[config.mk]
export PLATFORM = sky130hd
export DESIGN_NAME = fir_scheduler
export DESIGN_NICKNAME = d
export VERILOG_FILES = /design/src/rtl/fir_sched_pkg.sv /design/src/rtl/fir_scheduler_rr_arbiter2.sv /design/src/rtl/fir_scheduler.sv
export SDC_FILE = /design/constraint.sdc
export NUM_CORES = 1
export LEC_CHECK = 0
export CORE_ASPECT_RATIO = 2
export CORE_MARGIN = 2
export CORE_UTILIZATION = 49
export DETAILED_ROUTE_END_ITERATION = 12
export PLACE_DENSITY = 0.75
export SLEW_MARGIN = 20
export SYNTH_ARGS = -nofsm -noshare
export SYNTH_HDL_FRONTEND = slang
export SYNTH_SLANG_ARGS = --single-unit
[constraint.sdc]
create_clock -name clk -period 2.1 [get_ports clk]
set_input_delay 0.525 -clock clk [delete_from_list [all_inputs] [get_ports clk]]
set_output_delay 0.525 -clock clk [all_outputs]
set_load 0.02 [all_outputs]
[src/rtl/fir_sched_pkg.sv]
// fir_sched_pkg: shared constants, state encoding and the per-sample
// micro-sequence decoder for the dual-channel FIR scheduler.
//   Opcodes OP_*, register indices R_*, CH_BASE (first sample reg per channel),
//   state_e (scheduler FSM states), dp_op_t (one datapath instruction),
//   seq_op(step, ch) -> instruction issued at a given sequence step.
package fir_sched_pkg;

  localparam int NUM_CH   = 2;
  localparam int NUM_TAPS = 4;
  localparam int SEQ_LEN  = 12;

  localparam logic [2:0] OP_NOP   = 3'b000;
  localparam logic [2:0] OP_COPY  = 3'b001;
  localparam logic [2:0] OP_LOAD1 = 3'b010;
  localparam logic [2:0] OP_LOAD2 = 3'b011;
  localparam logic [2:0] OP_ADD   = 3'b100;
  localparam logic [2:0] OP_SUB   = 3'b101;
  localparam logic [2:0] OP_MUL   = 3'b110;

  localparam logic [3:0] R_OUT   = 4'd0;
  localparam logic [3:0] R_COEF0 = 4'd9;
  localparam logic [3:0] R_TMP   = 4'd13;
  localparam logic [3:0] R_ACC   = 4'd14;
  localparam logic [3:0] CH_BASE [NUM_CH] = '{4'd1, 4'd5};

  typedef enum logic [2:0] {S_IDLE, S_COEF, S_SEQ, S_DONE, S_ABORT} state_e;

  typedef struct packed {
    logic [2:0] op;
    logic [3:0] src1;
    logic [3:0] src2;
    logic [3:0] dest;
  } dp_op_t;

  // Steps 0-2 shift the channel's delay line (oldest first), step 3 loads the
  // new sample, 4-10 form F0*x0 - F1*x1 + F2*x2 - F3*x3 in R14, 11 publishes.
  function automatic dp_op_t seq_op(input logic [3:0] step, input logic ch);
    dp_op_t     o;
    logic [3:0] b;
    o = '0;
    b = CH_BASE[ch];
    case (step)
      4'd0:  begin o.op = OP_COPY;  o.src1 = b + 4'd2; o.dest = b + 4'd3; end
      4'd1:  begin o.op = OP_COPY;  o.src1 = b + 4'd1; o.dest = b + 4'd2; end
      4'd2:  begin o.op = OP_COPY;  o.src1 = b;        o.dest = b + 4'd1; end
      4'd3:  begin o.op = OP_LOAD1; o.dest = b; end
      4'd4:  begin o.op = OP_MUL; o.src1 = b;        o.src2 = R_COEF0;        o.dest = R_ACC; end
      4'd5:  begin o.op = OP_MUL; o.src1 = b + 4'd1; o.src2 = R_COEF0 + 4'd1; o.dest = R_TMP; end
      4'd6:  begin o.op = OP_SUB; o.src1 = R_ACC;    o.src2 = R_TMP;          o.dest = R_ACC; end
      4'd7:  begin o.op = OP_MUL; o.src1 = b + 4'd2; o.src2 = R_COEF0 + 4'd2; o.dest = R_TMP; end
      4'd8:  begin o.op = OP_ADD; o.src1 = R_ACC;    o.src2 = R_TMP;          o.dest = R_ACC; end
      4'd9:  begin o.op = OP_MUL; o.src1 = b + 4'd3; o.src2 = R_COEF0 + 4'd3; o.dest = R_TMP; end
      4'd10: begin o.op = OP_SUB; o.src1 = R_ACC;    o.src2 = R_TMP;          o.dest = R_ACC; end
      4'd11: begin o.op = OP_COPY; o.src1 = R_ACC;   o.dest = R_OUT; end
      default: o = '0;
    endcase
    return o;
  endfunction

endpackage

[src/rtl/fir_scheduler_rr_arbiter2.sv]
// rr_arbiter2: two-way round-robin grant.
//   req_i     requesting channels
//   accept_i  the current grant is taken this cycle
//   gnt_vld_o some channel is requesting
//   gnt_ch_o  granted channel
// The pointer only moves when both channels contended, so a lone request
// never steals the other channel's turn.
module rr_arbiter2 (
  input  logic       clk,
  input  logic       rst,
  input  logic [1:0] req_i,
  input  logic       accept_i,
  output logic       gnt_vld_o,
  output logic       gnt_ch_o
);
  logic ptr_q, ptr_d;

  assign gnt_vld_o = |req_i;
  assign gnt_ch_o  = (&req_i) ? ptr_q : req_i[1];

  always_comb begin
    ptr_d = ptr_q;
    if (accept_i && (&req_i)) ptr_d = ~gnt_ch_o;
  end

  always_ff @(posedge clk or posedge rst) begin
    if (rst) ptr_q <= 1'b0;
    else     ptr_q <= ptr_d;
  end
endmodule

[src/rtl/fir_scheduler.sv]
// fir_scheduler: shares one FIR datapath between two sample channels.
//   clk, rst        clock, async active-high reset
//   dr[1:0], lc     synchronized data-ready / load-coefficient levels
//   overflow        datapath overflow for the op issued this cycle
//   op/src1/src2/dest, sample_sel   registered datapath instruction
//   modwait         busy indication
//   out_valid/out_ch, cnt_up        result strobe and per-channel completion
//   err             per-channel sticky error (overrun or overflow abort)
module fir_scheduler
  import fir_sched_pkg::*;
(
  input  logic       clk,
  input  logic       rst,
  input  logic [1:0] dr,
  input  logic       lc,
  input  logic       overflow,
  output logic [2:0] op,
  output logic [3:0] src1,
  output logic [3:0] src2,
  output logic [3:0] dest,
  output logic       sample_sel,
  output logic       modwait,
  output logic       out_valid,
  output logic       out_ch,
  output logic [1:0] cnt_up,
  output logic [1:0] err
);
  state_e     state_q;
  dp_op_t     dp_q;
  logic [1:0] dr_q, pending_q, pending_d, err_q, err_d;
  logic       lc_q, lc_pend_q, lc_pend_d, coef_ready_q;
  logic [1:0] coef_idx_q;
  logic [3:0] step_q;
  logic       ch_q, sel_q, out_valid_q, out_ch_q;
  logic [1:0] cnt_up_q;

  logic       gnt_vld, gnt_ch;
  logic [1:0] dr_rise, clr_mask, pend_kept;
  logic       lc_rise, in_idle, go_coef, go_seq, ovf_hit, seq_last;

  rr_arbiter2 u_arb (
    .clk       (clk),
    .rst       (rst),
    .req_i     (pending_q),
    .accept_i  (go_seq),
    .gnt_vld_o (gnt_vld),
    .gnt_ch_o  (gnt_ch)
  );

  always_comb begin
    dr_rise  = dr & ~dr_q;
    lc_rise  = lc & ~lc_q;
    in_idle  = (state_q == S_IDLE);
    go_coef  = in_idle && lc_pend_q;
    go_seq   = in_idle && !lc_pend_q && coef_ready_q && gnt_vld;
    ovf_hit  = (state_q == S_SEQ) && overflow && (step_q >= 4'd4) && (step_q <= 4'd10);
    seq_last = (state_q == S_SEQ) && (step_q == 4'(SEQ_LEN - 1));
    clr_mask = go_seq ? (gnt_ch ? 2'b10 : 2'b01) : 2'b00;
    // A new edge landing while the channel still has an unserved sample is an
    // overrun: the request stays single and the error is flagged.
    pend_kept = pending_q & ~clr_mask;
    pending_d = pend_kept | dr_rise;
    err_d = err_q;
    if (seq_last) err_d[ch_q] = 1'b0;
    if (ovf_hit)  err_d[ch_q] = 1'b1;
    err_d = err_d | (dr_rise & pend_kept);
    lc_pend_d = (lc_pend_q && (state_q != S_COEF)) || lc_rise;
  end

  always_ff @(posedge clk or posedge rst) begin
    if (rst) begin
      state_q      <= S_IDLE;
      dp_q         <= '0;
      dr_q         <= '0;
      lc_q         <= 1'b0;
      pending_q    <= '0;
      lc_pend_q    <= 1'b0;
      err_q        <= '0;
      coef_ready_q <= 1'b0;
      coef_idx_q   <= '0;
      step_q       <= '0;
      ch_q         <= 1'b0;
      sel_q        <= 1'b0;
      out_valid_q  <= 1'b0;
      out_ch_q     <= 1'b0;
      cnt_up_q     <= '0;
    end else begin
      dr_q        <= dr;
      lc_q        <= lc;
      pending_q   <= pending_d;
      lc_pend_q   <= lc_pend_d;
      err_q       <= err_d;
      out_valid_q <= 1'b0;
      cnt_up_q    <= '0;
      case (state_q)
        S_IDLE: begin
          if (go_coef) begin
            state_q   <= S_COEF;
            dp_q      <= '{op: OP_LOAD2, src1: 4'd0, src2: 4'd0,
                           dest: R_COEF0 + {2'b00, coef_idx_q}};
            sel_q     <= 1'b0;
          end else if (go_seq) begin
            state_q <= S_SEQ;
            ch_q    <= gnt_ch;
            step_q  <= '0;
            dp_q    <= seq_op(4'd0, gnt_ch);
            sel_q   <= gnt_ch;
          end
        end
        S_COEF: begin
          coef_idx_q <= coef_idx_q + 2'd1;
          if (coef_idx_q == 2'(NUM_TAPS - 1)) coef_ready_q <= 1'b1;
          dp_q    <= '0;
          state_q <= S_IDLE;
        end
        S_SEQ: begin
          if (ovf_hit) begin
            state_q <= S_ABORT;
            dp_q    <= '0;
            sel_q   <= 1'b0;
          end else if (seq_last) begin
            state_q     <= S_DONE;
            dp_q        <= '0;
            sel_q       <= 1'b0;
            out_valid_q <= 1'b1;
            out_ch_q    <= ch_q;
            cnt_up_q    <= ch_q ? 2'b10 : 2'b01;
          end else begin
            step_q <= step_q + 4'd1;
            dp_q   <= seq_op(step_q + 4'd1, ch_q);
          end
        end
        default: begin
          state_q <= S_IDLE;
          dp_q    <= '0;
          sel_q   <= 1'b0;
        end
      endcase
    end
  end

  assign op         = dp_q.op;
  assign src1       = dp_q.src1;
  assign src2       = dp_q.src2;
  assign dest       = dp_q.dest;
  assign sample_sel = sel_q;
  assign modwait    = (state_q != S_IDLE) || (|pending_q) || lc_pend_q;
  assign out_valid  = out_valid_q;
  assign out_ch     = out_ch_q;
  assign cnt_up     = cnt_up_q;
  assign err        = err_q;
endmodule
==> run_results.csv, run 1 <==
group,metric,value,unit
outcome,status,"complete, no violations",
clock_network,cts_buffers,5,
placement,dp_hpwl,4040,µm
drt,wl_per_cell,15.9,µm
logic_synthesis,syn-cell-area,2140,µm²
logic_synthesis,synth_cells,217,
drt,routed_via_density,5.75,
sta,worst_pin_slew,0.608,ns
power,powerDensity,1470,nW/µm²
clock_network,path_clk_slew,0.09,ns
worst_setup_path,required,2.28,ns
clock_network,cts_tree,"done",
drt,dr.pass1.iters,4,
sta,drv_slew,0,
logic_synthesis,yosys_register_bits,40,
global_route,grt_pass1_vias,1845,
logic_synthesis,yosysTopAreaCell,"dfrtp_1",
floorplanning,rows,34,
sta,relSlewSlack,59.0,%
worst_setup_path,criticalPathCategory,"flop to flop",
global_route,grt_usage,23.4,%
finish,diodes,0,
finish,finalCoreUtilization,66.0,%
sta,fin_hold_ws,0.432,ns
logic_synthesis,synth_edf_count,0,
sta,min_period,2.01,ns
floorplanning,die_x,50.7,µm
logic_synthesis,synth_cell_types,55,
clock_network,root_buffer,"clkbuf_8",
finish,multiInputGateArea,1080,µm²
drt,postRouteWirelength,5250,µm
worst_setup_path,cp-end-kind,"flop",
finish,area_growth,31.3,%
finish,drive_gt1_share,21.5,%
sta,rsz0062_at_grt,"no",
drt,routed-via-count,1892,
drt,ant_nets,0,
sta,finalClockSkew,0.0111,ns
global_route,antenna_found_initial,0,
floorplanning,core,4250,µm²
floorplanning,dieArea,4940,µm²
sta,setup_viol,0,
clock_network,clock_sinks,40,
placement,gp_congestion,0.879,
clock_network,post_cts_buffers,0,
power,ir_drop,0.000843,V
clock_network,htreeDepth,2,
logic_synthesis,async_flop_share,100,%
worst_setup_path,critical_path.cell_chain,"inv_1, ha_1, or2_2, nor3_1, o22ai_2, and2_4, o32a_1",
logic_synthesis,synth_commonest_cells,"dfrtp_1 (40), nand2_1 (16), o21ai_0 (15)",
clock_network,clock_latency,0.30,ns
logic_synthesis,synth_nets,229,
logic_synthesis,synth-seq-area-share,46.8,%
logic_synthesis,synth_top_area_share,46.8,%
drt,drc,0,
worst_setup_path,critPathLaunchType,"flop",
floorplanning,start_util,50.3,%
logic_synthesis,yosys_warnings,0,
logic_synthesis,synth_area_leaders,"dfrtp_1 (47%), ha_1 (3.5%), o21ai_0 (3.5%), nand2_1 (2.8%), o22ai_1 (2.0%)",
global_route,overflow,0,
sta,fin_crit_sh,95.8,%
run,drv_cap,0,
logic_synthesis,yosysMostFrequentCell,"dfrtp_1",
worst_setup_path,critical_path_arrival,2.19,ns
clock_network,cts_hold_buf,0,
finish,fillers,341,
clock_network,cts_resized,3,
finish,regArea,1000,µm²
worst_setup_path,path_max_fanout,6,
sta,fmax,497,MHz
finish,final_nets,286,
placement,port_buffers,28,
power,p_leak,1.25,nW
worst_setup_path,cpPeakStageDelay,0.45,ns
worst_setup_path,crit_slowest_cell,"dfrtp_2",
global_route,grt_first_pass_wirelength,8870,µm
sta,setup_tns,0,ns
hold_path,hold_path.class,"flop to flop",
floorplanning,die_h,97.4,µm
logic_synthesis,synth_area_per_cell,9.85,µm²
global_route,grt_max_degree,41,
floorplanning,ios,29,
clock_network,ctsLongestPathBuffers,2,
logic_synthesis,synthFlopType,"dfrtp_1",
sta,finalHoldViolCount,0,
drt,drt-initial-drc-count,62,
## metrics by stage
| stage | cell area [µm²] | std cells | power (mW) | setup slack (ns) |
|---|---|---|---|---|
| final | 2810 | 329 | 4.11 | 0.0889 |
| after global routing | 2810 | 329 | 4.39 | 0.00656 |
| after CTS | 2790 | 329 | 4.08 | 0.0233 |
| after detailed placement | 2670 | 321 | 3.41 | -0.0505 |
| after global placement | 2670 | 321 | 3.37 | -0.0157 |
| after floorplan | 2140 | 217 | 2.54 | 0.117 |
## cell type report
type	instances	area share [%]
sequential	40	35.7
timing repair buffer	58	17.8
tap	54	2.41
multi-input combinational	159	38.6
clock inverter	3	1.65
inverter	10	1.34
clock buffer	5	2.45
## worst max-delay path: cells and delay by family, from the launching register on
family | cells | cell delay, ns
adder cells (fa/ha/maj) | 1 | 0.21
flip-flops | 1 | 0.45
AND/OR/NAND/NOR | 3 | 0.68
AO/OA/AOI/OAI | 2 | 0.47
buffers and inverters | 1 | 0.08
## logic make-up after synthesis
kind of cell | synth area share, %
XOR/XNOR | 1.99
AND/OR/NAND/NOR | 19.3
multiplexers | 2.52
buffers and inverters | 3.69
adder cells (fa/ha/maj) | 3.51
flip-flops | 46.8
AO/OA/AOI/OAI | 22.2
## power by group
group	switching [mW]	internal, mW
logic	1.20	1.04
registers	0.223	0.996
clock network	0.295	0.358
## registers in the layout, indices dropped and copies added (netlist names), 3 cells and up
register  flops
dest          4
src1          4
src2          4
step_q        4
op            3
state_q       3
## placed cells by master, fill, tap and decap left out, types with 3 or more instances in the layout
master,netlist,routed
nand2b_1,6,6
nand4_1,3,3
o21a_1,3,3
o21ai_0,15,15
nor2b_1,6,6
a31oi_1,4,4
clkdlybuf4s50_1,0,27
clkbuf_8,0,5
or2_2,3,3
nand2_1,16,16
a21o_1,4,4
buf_4,0,30
o21ai_1,3,3
nor2_1,10,10
mux2_2,3,3
a21oi_1,7,7
dfrtp_1,40,38
inv_1,10,10
ha_1,6,5
o31ai_1,3,3
o22ai_1,7,7
nand3_1,6,6
a2bb2oi_1,3,3
nor3_1,8,8
and2_1,4,4
## layer usage
layer  global-route usage [%]  vias up  wire [µm]
li1                         -      914          -
met1                     29.8      913       2180
met2                     38.3       54       2760
met3                     3.38       11        190
met4                     11.2        0        126
met5                        0        -          0
## worst paths after layout
check / slack [ns] / end / startpoint / cells past startpoint
worst max-delay path: 0.09 / dest[3] / step_q[0] / 7
worst min-delay path: 0.43 / lc_pend_q / lc_q / 1
worst max register to register: 0.09 / dest[3] / step_q[0] / 7
worst min register to register: 0.43 / lc_pend_q / lc_q / 1
max in group asynchronous: 1.08 / step_q[0] / rst / 3
min in group asynchronous: 0.65 / u_arb.ptr_q / rst / 3
No activity file was read; power rests on OpenSTA's default activity.
==> run 2: changes to the inputs <==
Settings changed: CORE_UTILIZATION 49 to 28, CTS_BUF_LIST from default to sky130_fd_sc_hd__clkbuf_8, PLACE_DENSITY 0.75 to default.
==> run_results.csv, run 2 (synthesis gave the netlist of run 1 again) <==
group,metric,value,unit
global_route,grt_max_degree,41,
worst_setup_path,required,2.28,ns
finish,multiInputGateArea,1080,µm²
hold_path,hold_path.class,"flop to flop",
drt,routed_via_density,5.14,
sta,worst_pin_slew,0.724,ns
placement,port_buffers,28,
floorplanning,die_h,128,µm
outcome,status,"complete, no violations",
drt,drc,0,
finish,final_common_cell,"dfrtp_1",
sta,setup_viol,0,
run,drv_cap,0,
power,ir_drop,0.000514,V
drt,postRouteWirelength,5610,µm
floorplanning,core,7490,µm²
finish,finalCoreUtilization,38.1,%
power,powerDensity,1450,nW/µm²
floorplanning,dieArea,8390,µm²
clock_network,clock_sinks,40,
worst_setup_path,crit_start,"step_q[1]",
floorplanning,start_util,28.6,%
power,p_leak,1.26,nW
sta,fin_hold_ws,0.445,ns
drt,drt-initial-drc-count,147,
global_route,antenna_found_initial,0,
finish,fillers,763,
worst_setup_path,critPathLaunchType,"flop",
floorplanning,ios,29,
sta,fin_crit_sh,94.2,%
finish,drive_gt1_share,21.4,%
finish,layout_common_cells,"dfrtp_1 (40), buf_4 (31), clkdlybuf4s50_1 (27)",
sta,fmax,505,MHz
sta,finalHoldViolCount,0,
global_route,grt_pass1_vias,1958,
placement,gp_congestion,0.898,
finish,final_nets,287,
sta,drv_slew,0,
sta,finalClockSkew,0.00578,ns
hold_path,hp-start,"lc_q",
clock_network,clock_latency,0.30,ns
floorplanning,die_x,65.8,µm
finish,area_growth,33.5,%
worst_setup_path,cp-end-kind,"flop",
sta,rsz0062_at_grt,"no",
finish,regArea,1000,µm²
drt,wl_per_cell,15.2,µm
sta,min_period,1.98,ns
clock_network,cts_hold_buf,0,
clock_network,htreeDepth,2,
sta,relSlewSlack,51.2,%
worst_setup_path,critical_path_arrival,2.16,ns
clock_network,path_clk_slew,0.09,ns
drt,dr.pass1.iters,4,
clock_network,cts_buffers,5,
global_route,overflow,0,
clock_network,root_buffer,"clkbuf_8",
global_route,grt_usage,14.1,%
worst_setup_path,path_max_fanout,6,
drt,ant_nets,0,
clock_network,cts_tree,"done",
worst_setup_path,reg2reg_from,"step_q[1]",
worst_setup_path,criticalPathCategory,"flop to flop",
floorplanning,rows,45,
clock_network,ctsLongestPathBuffers,2,
global_route,grt_first_pass_wirelength,9360,µm
placement,dp_hpwl,4280,µm
finish,diodes,0,
drt,routed-via-count,1903,
run 2: cell count changes in the layout (fill, tap and decap cells not counted), sizes merged:
| cell | delta |
|---|---|
| buf | +1 |
run 2: what timing repair did:
item | 4_1_cts | 5_1_grt
endpoints found under the setup margin | 1 | 3
setup buffers | 0 | 0
endpoints found under the hold margin | 0 | 0
resized for setup | 3 | 5
gates cloned | 0 | 0
run 2: routing by layer:
metal,vias up,track usage [%],wire length [µm]
met1,912,17.6,2430
met3,15,2.38,248
met4,0,5.51,152
met2,64,23.6,2770
li1,912,-,-
met5,-,0,0
run 2: where the power goes:
group	total, mW	internal (mW)	switching [mW]	leakage [nW]
registers	1.20	0.992	0.208	0.501
clock network	0.653	0.358	0.295	0.0548
logic	2.27	1.05	1.22	0.700
run 2: final cells by class:
type / count / area share (%)
flip-flops and latches: 40 / 35.1
multi-input cells: 159 / 37.7
repair buffers: 59 / 17.8
inverters: 10 / 1.31
clock inverters: 3 / 1.62
well taps: 94 / 4.12
clock buffers: 5 / 2.41
run 2: worst paths after layout:
kind                       depth (start not counted)        end  slack, ns
max in group asynchronous                          3     out_ch       1.12
hold reg to reg                                    1  lc_pend_q       0.45
min in group asynchronous                          3    src1[0]       0.65
setup reg to reg                                   6    dest[3]       0.12
setup / recovery                                   6    dest[3]       0.12
hold / removal                                     1  lc_pend_q       0.45
run 2: critical path, stage by stage, from the launching register on:
cell,delay (ns)
dfrtp_1,0.44
buf_4,0.18
a31oi_1,0.31
or2_1,0.29
o22ai_2,0.14
and2_4,0.17
o32a_1,0.34
run 2: through the flow:
stage	worst slack [ns]	setup TNS [ns]	cell area, µm²	total power, mW	instances
global placement	-0.0355	-0.0676	2730	3.39	362
detailed placement	-0.0517	-0.145	2730	3.43	362
CTS	0.0104	0	2850	4.11	370
global route	0.0155	0	2860	4.41	370
floorplan	0.117	0	2140	2.54	217
finish	0.121	0	2860	4.13	370
